File: config.mk
export PLATFORM = sky130hd
export DESIGN_NAME = popcount_stream_accum
export DESIGN_NICKNAME = d
export VERILOG_FILES = /design/src/rtl/popcount_pkg.sv /design/src/rtl/popcount_int64.sv /design/src/rtl/popcount_stream_accum.sv
export SDC_FILE = /design/constraint.sdc
export NUM_CORES = 1
export LEC_CHECK = 0
export ABC_AREA = 1
export CAP_MARGIN = 20
export CORE_MARGIN = 8
export CORE_UTILIZATION = 45
export DETAILED_ROUTE_END_ITERATION = 10
export PLACE_DENSITY_LB_ADDON = 0.12
export SYNTH_ARGS = -nofsm -noshare
export SYNTH_HDL_FRONTEND = slang
export SYNTH_HIERARCHICAL = 1
export SYNTH_SLANG_ARGS = --single-unit
File: constraint.sdc
create_clock -name clk -period 7.6 [get_ports clk]
set_input_delay 0.76 -clock clk [delete_from_list [all_inputs] [get_ports clk]]
set_output_delay 0.76 -clock clk [all_outputs]
set_load 0.01 [all_outputs]
File: src/rtl/popcount_pkg.sv
`default_nettype none
// ============================================================================
//  Module      : popcount_pkg
//  Description : Shared constants and state encoding for the streaming
//                popcount accumulator.
//  Revision    : 1.0  initial release
// ============================================================================
package popcount_pkg;

    // Default accumulator / result width
    localparam int ACC_WIDTH_DEFAULT = 16;

    // Width of a single 64-bit word popcount (0..64 needs 7 bits)
    localparam int PC_WIDTH = 7;

    // Frame state machine encoding
    localparam int STATE_W = 2;
    typedef logic [STATE_W-1:0] state_t;

    localparam logic [1:0] ST_ACCUM = 2'b00;  // accepting words of a frame
    localparam logic [1:0] ST_DRAIN = 2'b01;  // last word still in stage 1
    localparam logic [1:0] ST_DONE  = 2'b10;  // result presented downstream

endpackage : popcount_pkg
`default_nettype wire

File: src/rtl/popcount_int64.sv
`default_nettype none
// ============================================================================
//  Module      : popcount_int64
//  Description : Purely combinational population count of a 64-bit word,
//                built as a balanced binary adder tree (2/3/4/5/6/7 bits).
//  Revision    : 1.0  initial release
// ============================================================================
module popcount_int64
    import popcount_pkg::*;
(
    input  logic [63:0]          A,
    output logic [PC_WIDTH-1:0]  Y
);

    // Each level halves the number of partial counts and widens them by 1.
    logic [1:0] w_l1 [32];
    logic [2:0] w_l2 [16];
    logic [3:0] w_l3 [8];
    logic [4:0] w_l4 [4];
    logic [5:0] w_l5 [2];

    generate
        for (genvar i = 0; i < 32; i++) begin : g_l1
            assign w_l1[i] = {1'b0, A[2*i]} + {1'b0, A[2*i+1]};
        end
        for (genvar i = 0; i < 16; i++) begin : g_l2
            assign w_l2[i] = {1'b0, w_l1[2*i]} + {1'b0, w_l1[2*i+1]};
        end
        for (genvar i = 0; i < 8; i++) begin : g_l3
            assign w_l3[i] = {1'b0, w_l2[2*i]} + {1'b0, w_l2[2*i+1]};
        end
        for (genvar i = 0; i < 4; i++) begin : g_l4
            assign w_l4[i] = {1'b0, w_l3[2*i]} + {1'b0, w_l3[2*i+1]};
        end
        for (genvar i = 0; i < 2; i++) begin : g_l5
            assign w_l5[i] = {1'b0, w_l4[2*i]} + {1'b0, w_l4[2*i+1]};
        end
    endgenerate

    assign Y = {1'b0, w_l5[0]} + {1'b0, w_l5[1]};

endmodule : popcount_int64
`default_nettype wire

File: src/rtl/popcount_stream_accum.sv
`default_nettype none
// ============================================================================
//  Module      : popcount_stream_accum
//  Description : Counts set bits over a framed stream of 64-bit words.
//                Stage 1 registers each accepted word's popcount; stage 2
//                accumulates with saturation. The frame total is held on the
//                output handshake until taken, back-pressuring the input.
//  Revision    : 1.0  initial release
// ============================================================================
module popcount_stream_accum
    import popcount_pkg::*;
#(
    parameter int WIDTH     = 64,                 // only 64 is supported
    parameter int ACC_WIDTH = ACC_WIDTH_DEFAULT
) (
    input  logic                 clk,
    input  logic                 rst,
    input  logic                 in_valid,
    output logic                 in_ready,
    input  logic [WIDTH-1:0]     in_data,
    input  logic                 in_last,
    output logic                 out_valid,
    input  logic                 out_ready,
    output logic [ACC_WIDTH-1:0] out_sum,
    output logic                 out_sat
);

    localparam logic [ACC_WIDTH-1:0] c_ACC_MAX = {ACC_WIDTH{1'b1}};

    state_t                r_state;
    logic                  r_s1_valid;
    logic [PC_WIDTH-1:0]   r_s1_pc;
    logic [ACC_WIDTH-1:0]  r_acc;
    logic                  r_sat;

    logic                  w_accept;
    logic                  w_out_take;
    logic [PC_WIDTH-1:0]   w_pc;
    logic [ACC_WIDTH-1:0]  w_pc_ext;
    logic [ACC_WIDTH:0]    w_sum;

    // Word-level popcount, purely combinational
    popcount_int64 u_popcount (
        .A (in_data),
        .Y (w_pc)
    );

    assign in_ready   = (r_state == ST_ACCUM);
    assign out_valid  = (r_state == ST_DONE);
    assign out_sum    = r_acc;
    assign out_sat    = r_sat;

    assign w_accept   = in_valid && in_ready;
    assign w_out_take = out_valid && out_ready;

    // One extra carry bit detects overflow of the accumulator
    assign w_pc_ext = {{(ACC_WIDTH-PC_WIDTH){1'b0}}, r_s1_pc};
    assign w_sum    = {1'b0, r_acc} + {1'b0, w_pc_ext};

    // Frame state: ACCUM -> DRAIN on last word, DRAIN -> DONE, DONE -> ACCUM on take
    always_ff @(posedge clk) begin
        if (rst) begin
            r_state <= ST_ACCUM;
        end else begin
            case (r_state)
                ST_ACCUM: if (w_accept && in_last) r_state <= ST_DRAIN;
                ST_DRAIN: r_state <= ST_DONE;
                ST_DONE:  if (out_ready) r_state <= ST_ACCUM;
                default:  r_state <= ST_ACCUM;
            endcase
        end
    end

    // Stage 1: capture popcount of each accepted word; valid clears on idle cycles
    always_ff @(posedge clk) begin
        if (rst) begin
            r_s1_valid <= 1'b0;
            r_s1_pc    <= '0;
        end else begin
            r_s1_valid <= w_accept;
            if (w_accept) begin
                r_s1_pc <= w_pc;
            end
        end
    end

    // Stage 2: saturating accumulate with sticky overflow flag; cleared on result take
    always_ff @(posedge clk) begin
        if (rst) begin
            r_acc <= '0;
            r_sat <= 1'b0;
        end else if (w_out_take) begin
            r_acc <= '0;
            r_sat <= 1'b0;
        end else if (r_s1_valid) begin
            if (w_sum[ACC_WIDTH]) begin
                r_acc <= c_ACC_MAX;
                r_sat <= 1'b1;
            end else begin
                r_acc <= w_sum[ACC_WIDTH-1:0];
            end
        end
    end

endmodule : popcount_stream_accum
`default_nettype wire

Word level (Yosys, flattened, before mapping)
Index checks and enable logic that the tools add are counted.
{ "op_classes": {"addsub": 64, "eq_ne": 4, "n_mux": 4, "reduce_logical": 7} }
{ "op_table": {"columns": ["cell", "count"], "rows": [
  ["$add A1 B1 Y2", 32],
  ["$add A2 B2 Y3", 16],
  ["$add A3 B3 Y4", 8],
  ["$add A4 B4 Y5", 4],
  ["$add A16 B7 Y17", 1],
  ["$mux W16", 1],
  ["$add A5 B5 Y6", 2],
  ["$add A6 B6 Y7", 1],
  ["$pmux W2 S3", 1],
  ["$mux W2", 2],
  ["$ne A2 B1 Y1 const B", 2],
  ["$reduce_and A2 Y1", 2],
  ["$logic_and A1 B1 Y1", 3],
  ["$eq A2 B1 Y1 const B", 1],
  ["$eq A2 B2 Y1 const B", 1],
  ["$logic_not A2 Y1", 1],
  ["$reduce_or A2 Y1", 1]
]} }
{ "word_totals": {"regBits": 27, "word_cells": 84} }

Logic depth before layout (Yosys ltp)
Gate-level depths: netlist of the first run.
{ "depth": {"depth_word": 6, "mapped_depth": 25, "depth_no_buf": 25} }

Modules after synthesis
The synthesis of the first run kept the hierarchy.
{ "modules_own_cells": {"columns": ["mod", "n_inst", "cells_per_inst", "area_each_um2", "seq_area_each_um2"], "rows": [
  ["popcount_int64", 1, 179, 1707.9, 0.0],
  ["popcount_stream_accum", 1, 219, 1561.5, 540.5]
]} }

Least setup slack after synthesis of the first run
Ideal clock, no wire load.
{ "synth_timing": {"path_kind": "input to register", "start": "input in_data[53]", "end": "register r_s1_pc[4]", "setup_time_ns": 0.116, "t_arrival_ns": 5.886, "t_required_ns": 7.484, "path_slack_ns": 1.598, "cell_stages": 21, "n_path_buf": 0, "cell_sequence": "fa_1 inv_1 fa_1 inv_1 fa_1 inv_1 fa_1 inv_1 fa_1 inv_1 fa_1 fa_1 fa_1 inv_1 ha_1 fa_1 nand3_1 nand2_1 xor2_1 o21ai_0 nor2_1"} }
{ "synth_between": {"elab_chain_len": 6} }
{ "synth_lines": {"columns": ["element", "line", "source"], "rows": [
  ["start: declaration", "popcount_stream_accum.sv:20", "input logic [WIDTH-1:0] in_data,"],
  ["$add A1 B1 Y2", "popcount_int64.sv:24", "assign w_l1[i] = {1'b0, A[2*i]} + {1'b0, A[2*i+1]};"],
  ["$add A2 B2 Y3", "popcount_int64.sv:27", "assign w_l2[i] = {1'b0, w_l1[2*i]} + {1'b0, w_l1[2*i+1]};"],
  ["$add A3 B3 Y4", "popcount_int64.sv:30", "assign w_l3[i] = {1'b0, w_l2[2*i]} + {1'b0, w_l2[2*i+1]};"],
  ["$add A4 B4 Y5", "popcount_int64.sv:33", "assign w_l4[i] = {1'b0, w_l3[2*i]} + {1'b0, w_l3[2*i+1]};"],
  ["$add A5 B5 Y6", "popcount_int64.sv:36", "assign w_l5[i] = {1'b0, w_l4[2*i]} + {1'b0, w_l4[2*i+1]};"],
  ["$add A6 B6 Y7", "popcount_int64.sv:40", "assign Y = {1'b0, w_l5[0]} + {1'b0, w_l5[1]};"],
  ["net w_pc[4]", "popcount_stream_accum.sv:38", "logic [PC_WIDTH-1:0] w_pc;"],
  ["end signal: assignment", "popcount_stream_accum.sv:82", "r_s1_pc <= w_pc;"],
  ["end: declaration", "popcount_stream_accum.sv:32", "logic [PC_WIDTH-1:0] r_s1_pc;"]
]} }
The timed path passes the listed nets, and every way through them passes these cells.
A chain may end at the register's enable or synchronous reset.

Worst setup path in the final report of the first run
Ends and elaborated chain as after synthesis.

==> results by group, run 1 <==
GRT
  – Maximum number of pins on one net before global-route repair: 20
  – GRT overflow: 0
  – Number of global-route vias before repair: 2848
  – Antenna violations before repair: 0
  – All-Layer GR Usage: 0.142
  – First-pass GRT wire length: 11800 um

Routing
  – Number of search-and-repair iterations in the first detailed-routing pass: 4
  – Avg Vias per Cell: 4.59
  – WL final: 6840 um
  – Wirelength per Cell: 11.7 um
  – Remaining number of nets flagged by the antenna check after routing: 0
  – Number of DRC markers after the initial detailed-route iteration: 53
  – Count of unresolved DRC violations after routing: 0
  – Count of vias placed by the detailed router: 2692

Logic synthesis
  – Yosys synthesis warning count: 6
  – Post-synthesis area per instance: 8.21 sq um
  – Area of the mapped netlist: 0.00327 sq mm
  – Number of distinct library cells after synthesis: 28
  – Post-Synthesis Net Count: 544
  – Sequential area share after synthesis: 0.165
  – Cell count after synthesis: 398
  – Post-synthesis register bit count: 27

Hold path
  – Kind of path behind the tightest hold check: reg2reg

Worst setup path
  – Critical path's largest stage delay: 0.54 ns
  – Crit path arrival time: 6.47 ns
  – Slowest cell on the critical path: fa_1
  – Buf/Inv on CP: 7
  – Critical setup path kind: in2reg
  – Critical Path End Type: register
  – Maximum fanout encountered on the critical timing path: 3
  – CP required: 7.78 ns
  – Kind of cell adding the most delay to the critical path: adder cells
  – Sort of element at the start of the critical path: primary input
  – Critical Path, Cell by Cell: clkdlybuf4s50_1, fa_1, inv_1, fa_1, inv_1, fa_1, inv_1, fa_1, inv_1, fa_1, inv_1, fa_1, fa_1, fa_1, inv_1, ha_1, fa_1, nand3_1, nand2_1, xor2_1, o21ai_0, nor2_1
  – Cell mode on critical path: fa_1

Clock tree
  – Clock Root Buffer: clkbuf_8
  – CTS tree: done
  – Count of clock tree sinks: 27
  – Buffer depth of the longest clock path: 2
  – Hold buffer count at cts: 0
  – Number of levels in the clock H-tree: 1
  – Clock latency on the worst-skew pair: 0.28 ns
  – Clock buffers created by TritonCTS: 3
  – Clk pin slew, worst setup/hold paths: 0.10 ns
  – Post-CTS setup buffers: 0
  – Post-CTS Resized: 0

Floorplanning
  – DIE WIDTH: 101 um
  – Die area: 0.0102 sq mm
  – Number of top-level design ports: 88
  – Core ar.: 0.00714 sq mm
  – Starting Density: 0.458
  – Site row count: 31
  – Die Y-Extent: 101 um

Placed design
  – Number of port buffers: 87
  – Global placement routability congestion: 0.838
  – Detailed-placement wirelength estimate: 6300 um

Layout
  – Area added between synthesis and finish: 31.3%
  – Antenna cells: 0
  – Leading cell type in the layout, fill and taps excluded: inv_1
  – Top library cells by usage in the layout, fill and taps aside: inv_1 (112), clkdlybuf4s50_1 (87), nand2_1 (56)
  – Nets: 634
  – Share of final-layout standard cells stronger than drive strength 1: 0.0349
  – # fillers: 663

STA
  – Count of endpoints failing hold in the final timing report: 0
  – Relative slew margins: 0.498
  – Final Max Tran Viols: 0
  – Transition time at the pin with the least slew margin: 0.752 ns
  – Post-route clock skew: 0.00619 ns
  – Ratio of final minimum period to clock period: 0.827
  – Timing-limited maximum frequency: 0.159 GHz
  – Unrepaired setup endpoints after global routing: false
  – Number of setup violations in the final report: 0
  – Post-route setup TNS: 0 ns
  – Final critical delay including setup and external delays: 6.28 ns

Flow run
  – Number of maximum-capacitance violations: 0

Outcome
  – Status: finished, final reports clean
cell usage after synthesis:
| master | count | area (sq um) |
|---|---|---|
| nand2_1 | 56 | 210 |
| a21oi_2 | 1 | 8.76 |
| nor3_1 | 3 | 15.0 |
| nor2_8 | 1 | 20.0 |
| dfxtp_1 | 27 | 541 |
| a21oi_1 | 22 | 110 |
| and2_1 | 1 | 6.26 |
| nor3_4 | 1 | 16.3 |
| fa_1 | 55 | 1100 |
| nand4_2 | 1 | 12.5 |
| clkbuf_8 | 1 | 13.8 |
| a21boi_2 | 1 | 11.3 |
| xor2_1 | 5 | 43.8 |
| nand3_4 | 2 | 35.0 |
| nand2b_1 | 1 | 6.26 |
| nor2_1 | 33 | 124 |
| ha_1 | 22 | 275 |
| inv_1 | 112 | 420 |
| nand2_4 | 1 | 11.3 |
| mux2i_1 | 2 | 20.0 |
| xnor2_1 | 3 | 26.3 |
| o21ai_0 | 12 | 60.1 |
| nand2_2 | 3 | 18.8 |
| nand4_1 | 6 | 37.5 |
| inv_2 | 3 | 11.3 |
| clkbuf_1 | 1 | 3.75 |
| nand3_1 | 20 | 100 |
| o21ai_1 | 2 | 10.0 |
logic make-up (layout without fill, tap and decap cells):
family                   count (synthesis)  in the layout  share of synthesized area
XOR/XNOR                                 8              8                     0.0214
AO/OA/AOI/OAI                           38             38                     0.0612
adder cells (fa/ha/maj)                 77             77                      0.421
AND/OR/NAND/NOR                        129            129                      0.188
flip-flops                              27             27                      0.165
buffers and inverters                  117            206                      0.137
multiplexers                             2              2                    0.00612
routing by layer:
| layer | up-vias | part of all wire | global-route usage |
|---|---|---|---|
| met5 | - | 0 | 0 |
| met4 | 0 | 0.012 | 0.0470 |
| met3 | 5 | 0.067 | 0.0351 |
| met2 | 60 | 0.57 | 0.285 |
| met1 | 1269 | 0.35 | 0.135 |
| li1 | 1358 | - | - |
final timing paths:
check	end	from	slack, ns	cells past startpoint
setup reg to reg	out_sum[2]	out_sum[0]	5.64	8
setup / recovery	r_s1_pc[4]	in_data[53]	1.32	22
hold reg to reg	out_sat	out_sat	0.47	2
hold / removal	out_sat	out_sat	0.47	2
registers in the layout, summed over array words and instances (netlist names):
| signal | cells |
|---|---|
| r_state | 2 |
| r_s1_pc | 7 |
| r_s1_valid | 1 |
| out_sat | 1 |
| out_sum | 16 |
through the flow:
step	setup slack [ns]	util	cells	hold slack, ns	instance area (sq um)
5_1_grt	1.01	0.601	586	0.501	4290
4_1_cts	1.29	0.601	586	0.481	4290
3_5_place_dp	0.995	0.595	582	0.465	4250
3_3_place_gp	1.03	0.595	582	0.449	4250
6_report	1.32	0.601	586	0.470	4290
2_1_floorplan	1.60	-	398	0.451	3270
area by class of cell:
cell class	instances	area, sq um	area share
clock buffer	4	45.0	0.0105
inverter	115	432	0.101
multi-input combinational	254	2280	0.531
sequential	27	541	0.126
tap	99	124	0.0289
timing repair buffer	87	871	0.203
tightest hold or removal path: stages, from the launching register on:
cell,delay (ns)
dfxtp_1,0.32
inv_1,0.05
a21oi_1,0.06
Power of run 1 is left out: the tool's default activity adds up to more than one toggle a clock period on the data nets, which glitch-free logic cannot reach.
==> inputs of run 2 (changes only) <==
Clock period 7.6 ns to 5.5 ns, I/O delays scaled along.
==> run 2 against run 1 <==
Against the previous run:
- the flow now finishes with violations (setup timing)
- sequential share of layout area shrank 0.17 points
- highest routed layer unchanged
- via count is essentially flat
- cell area grew 1.3%
- first-iteration DRC count shrank 1.9%
- critical endpoint is now r_s1_pc[6]
- setup slack lost 1.5 ns
- global-route usage grew 1.1 points
- flip-flop and latch count is the same
- clock skew is essentially flat
- core utilization grew 0.81 points
- non-clock buffer count grew 7
==> results by group, run 2 (same netlist as run 1, synthesis figures left out) <==
STA
  – Relative slew margins: 0.474 (-0.0237)
  – Transition time at the pin with the least slew margin: 0.788 ns (+0.0355 ns)
  – Number of setup violations in the final report: 5 (+5)
  – Ratio of final minimum period to clock period: 1.03
  – Post-route clock skew: 0.00627 ns (+0.0000783 ns)
  – Timing-limited maximum frequency: 0.176 GHz
  – Final Max Tran Viols: 0 (unchanged)
  – Count of endpoints failing hold in the final timing report: 0 (unchanged)
  – Hold slack: 0.464 ns (-0.00577 ns)
  – Minimum setup slack in the final design: -0.172 ns (-1.49 ns)
  – Final critical delay including setup and external delays: 5.67 ns
  – Unrepaired setup endpoints after global routing: true

Layout
  – # fillers: 683 (+3.0%)
  – Share of final-layout standard cells stronger than drive strength 1: 0.109 (+0.0744)
  – Area added between synthesis and finish: 33.0%
  – Largest register FFs: 16 (unchanged)
  – Nets: 641 (+1.1%)
  – Top library cells by usage in the layout, fill and taps aside: inv_1 (102), nand2_1 (54), clkdlybuf4s50_1 (54)
  – Leading cell type in the layout, fill and taps excluded: inv_1
  – Final Non-Filler Cells: 593 (+1.2%)
  – Antenna cells: 0 (unchanged)
  – Core Util, Final: 0.609 (+0.00806)

Routing
  – Count of vias placed by the detailed router: 2694 (+0.074%)
  – Wirelength per Cell: 12.1 um (+3.6%)
  – Avg Vias per Cell: 4.54 (-1.1%)
  – Number of DRC markers after the initial detailed-route iteration: 52 (-1.9%)
  – Count of unresolved DRC violations after routing: 0 (unchanged)
  – Number of search-and-repair iterations in the first detailed-routing pass: 4 (unchanged)
  – Remaining number of nets flagged by the antenna check after routing: 0 (unchanged)
  – WL final: 7170 um (+4.8%)

Floorplanning
  – Die area: 0.0102 sq mm (unchanged)
  – Die Y-Extent: 101 um (unchanged)
  – Core ar.: 0.00714 sq mm (unchanged)
  – Number of top-level design ports: 88 (unchanged)
  – DIE WIDTH: 101 um (unchanged)
  – Starting Density: 0.458 (unchanged)
  – Site row count: 31 (unchanged)

Clock tree
  – Count of clock tree sinks: 27 (unchanged)
  – Clock Root Buffer: clkbuf_8
  – Number of levels in the clock H-tree: 1 (unchanged)
  – Hold buffer count at cts: 0 (unchanged)
  – Clock latency on the worst-skew pair: 0.28 ns (about the same)
  – Buffer depth of the longest clock path: 2 (unchanged)
  – CTS tree: done
  – Clk pin slew, worst setup/hold paths: 0.10 ns (about the same)
  – Clock buffers created by TritonCTS: 3 (unchanged)

Placed design
  – Worst slack, placed: -0.828 ns (-1.82 ns)
  – Global placement routability congestion: 0.863 (+2.9%)
  – Number of port buffers: 87 (unchanged)
  – Cell count after placement: 588 (+1.0%)
  – Detailed-placement wirelength estimate: 6430 um (+2.1%)

Outcome
  – Violated checks: setup timing
  – Status: finished with violations

Worst setup path
  – Sort of element at the start of the critical path: primary input
  – Start point of the critical path: in_data[55]
  – CP required: 5.69 ns (-2.09 ns)
  – Maximum fanout encountered on the critical timing path: 2 (-1)
  – Crit path arrival time: 5.86 ns (-0.61 ns)
  – Critical setup path kind: in2reg
  – Critical Path End Type: register
  – Origin of the critical flop-to-flop path: out_sum[0]

GRT
  – First-pass GRT wire length: 12900 um (+9.2%)
  – Antenna violations before repair: 0 (unchanged)
  – GRT overflow: 0 (unchanged)
  – All-Layer GR Usage: 0.153 (+0.0113)
  – Maximum number of pins on one net before global-route repair: 20 (unchanged)
  – Number of global-route vias before repair: 3002 (+5.4%)

Hold path
  – Hold Crit Start: out_sat
  – Kind of path behind the tightest hold check: reg2reg

Flow run
  – Number of maximum-capacitance violations: 0 (unchanged)
==> run 2: routing by layer <==
metal,global-route usage,part of all wire
met1,0.177,0.43
met2,0.282,0.51
met3,0.0385,0.057
met4,0.0229,0.0084
met5,0,0
==> run 2: path summary, 6_finish.rpt <==
check / endpoint / slack [ns] / cells after the start
min: out_sat / 0.46 / 2
min reg2reg: out_sat / 0.46 / 2
max reg2reg: out_sum[2] / 3.58 / 8
max: r_s1_pc[6] / -0.17 / 23
==> run 2: per-stage QoR <==
stage / setup TNS [ns] / area, sq um
after floorplan: -0.495 / 3290
after global placement: -4.07 / 4310
after detailed placement: -4.77 / 4310
after CTS: -1.39 / 4330
after global routing: -1.60 / 4350
final: -0.668 / 4350
==> run 2: area by class of cell <==
| class | count | area, sq um | area share |
|---|---|---|---|
| Inverter | 115 | 432 | 0.0993 |
| Sequential cell | 27 | 541 | 0.124 |
| Clock buffer | 3 | 41.3 | 0.00949 |
| Timing Repair Buffer | 94 | 877 | 0.202 |
| Multi-Input combinational cell | 254 | 2330 | 0.535 |
| Tap cell | 99 | 124 | 0.0285 |
| Clock inverter | 1 | 7.51 | 0.00173 |
==> run 2: critical path: stages <==
cell	delay, ns
buf_6	0.09
fa_1	0.54
inv_2	0.04
fa_1	0.52
inv_2	0.04
fa_1	0.48
inv_2	0.04
fa_1	0.51
inv_2	0.04
fa_1	0.49
inv_1	0.05
fa_1	0.49
fa_1	0.42
fa_1	0.51
inv_2	0.05
ha_4	0.16
fa_2	0.37
nand3_2	0.10
nand2_2	0.06
nand2_2	0.05
a21oi_1	0.05
o21ai_1	0.13
nor2_1	0.06
==> run 2: timing repair <==
action | 4_1_cts | 5_1_grt
setup endpoints to repair | 6 | 6
hold endpoints to repair | 0 | 0
cloned | 0 | 0
pin swaps | 45 | 24
setup buffers | 0 | 1
gates resized for setup | 73 | 13
Power of run 2 is left out for the same reason.
==> inputs of run 3 (changes only) <==
Settings changed: CAP_MARGIN 20 to 10.
==> results of run 3 <==
Final layout, timing and power as in run 2 (identical DEF).
Power of run 3 is left out for the same reason.
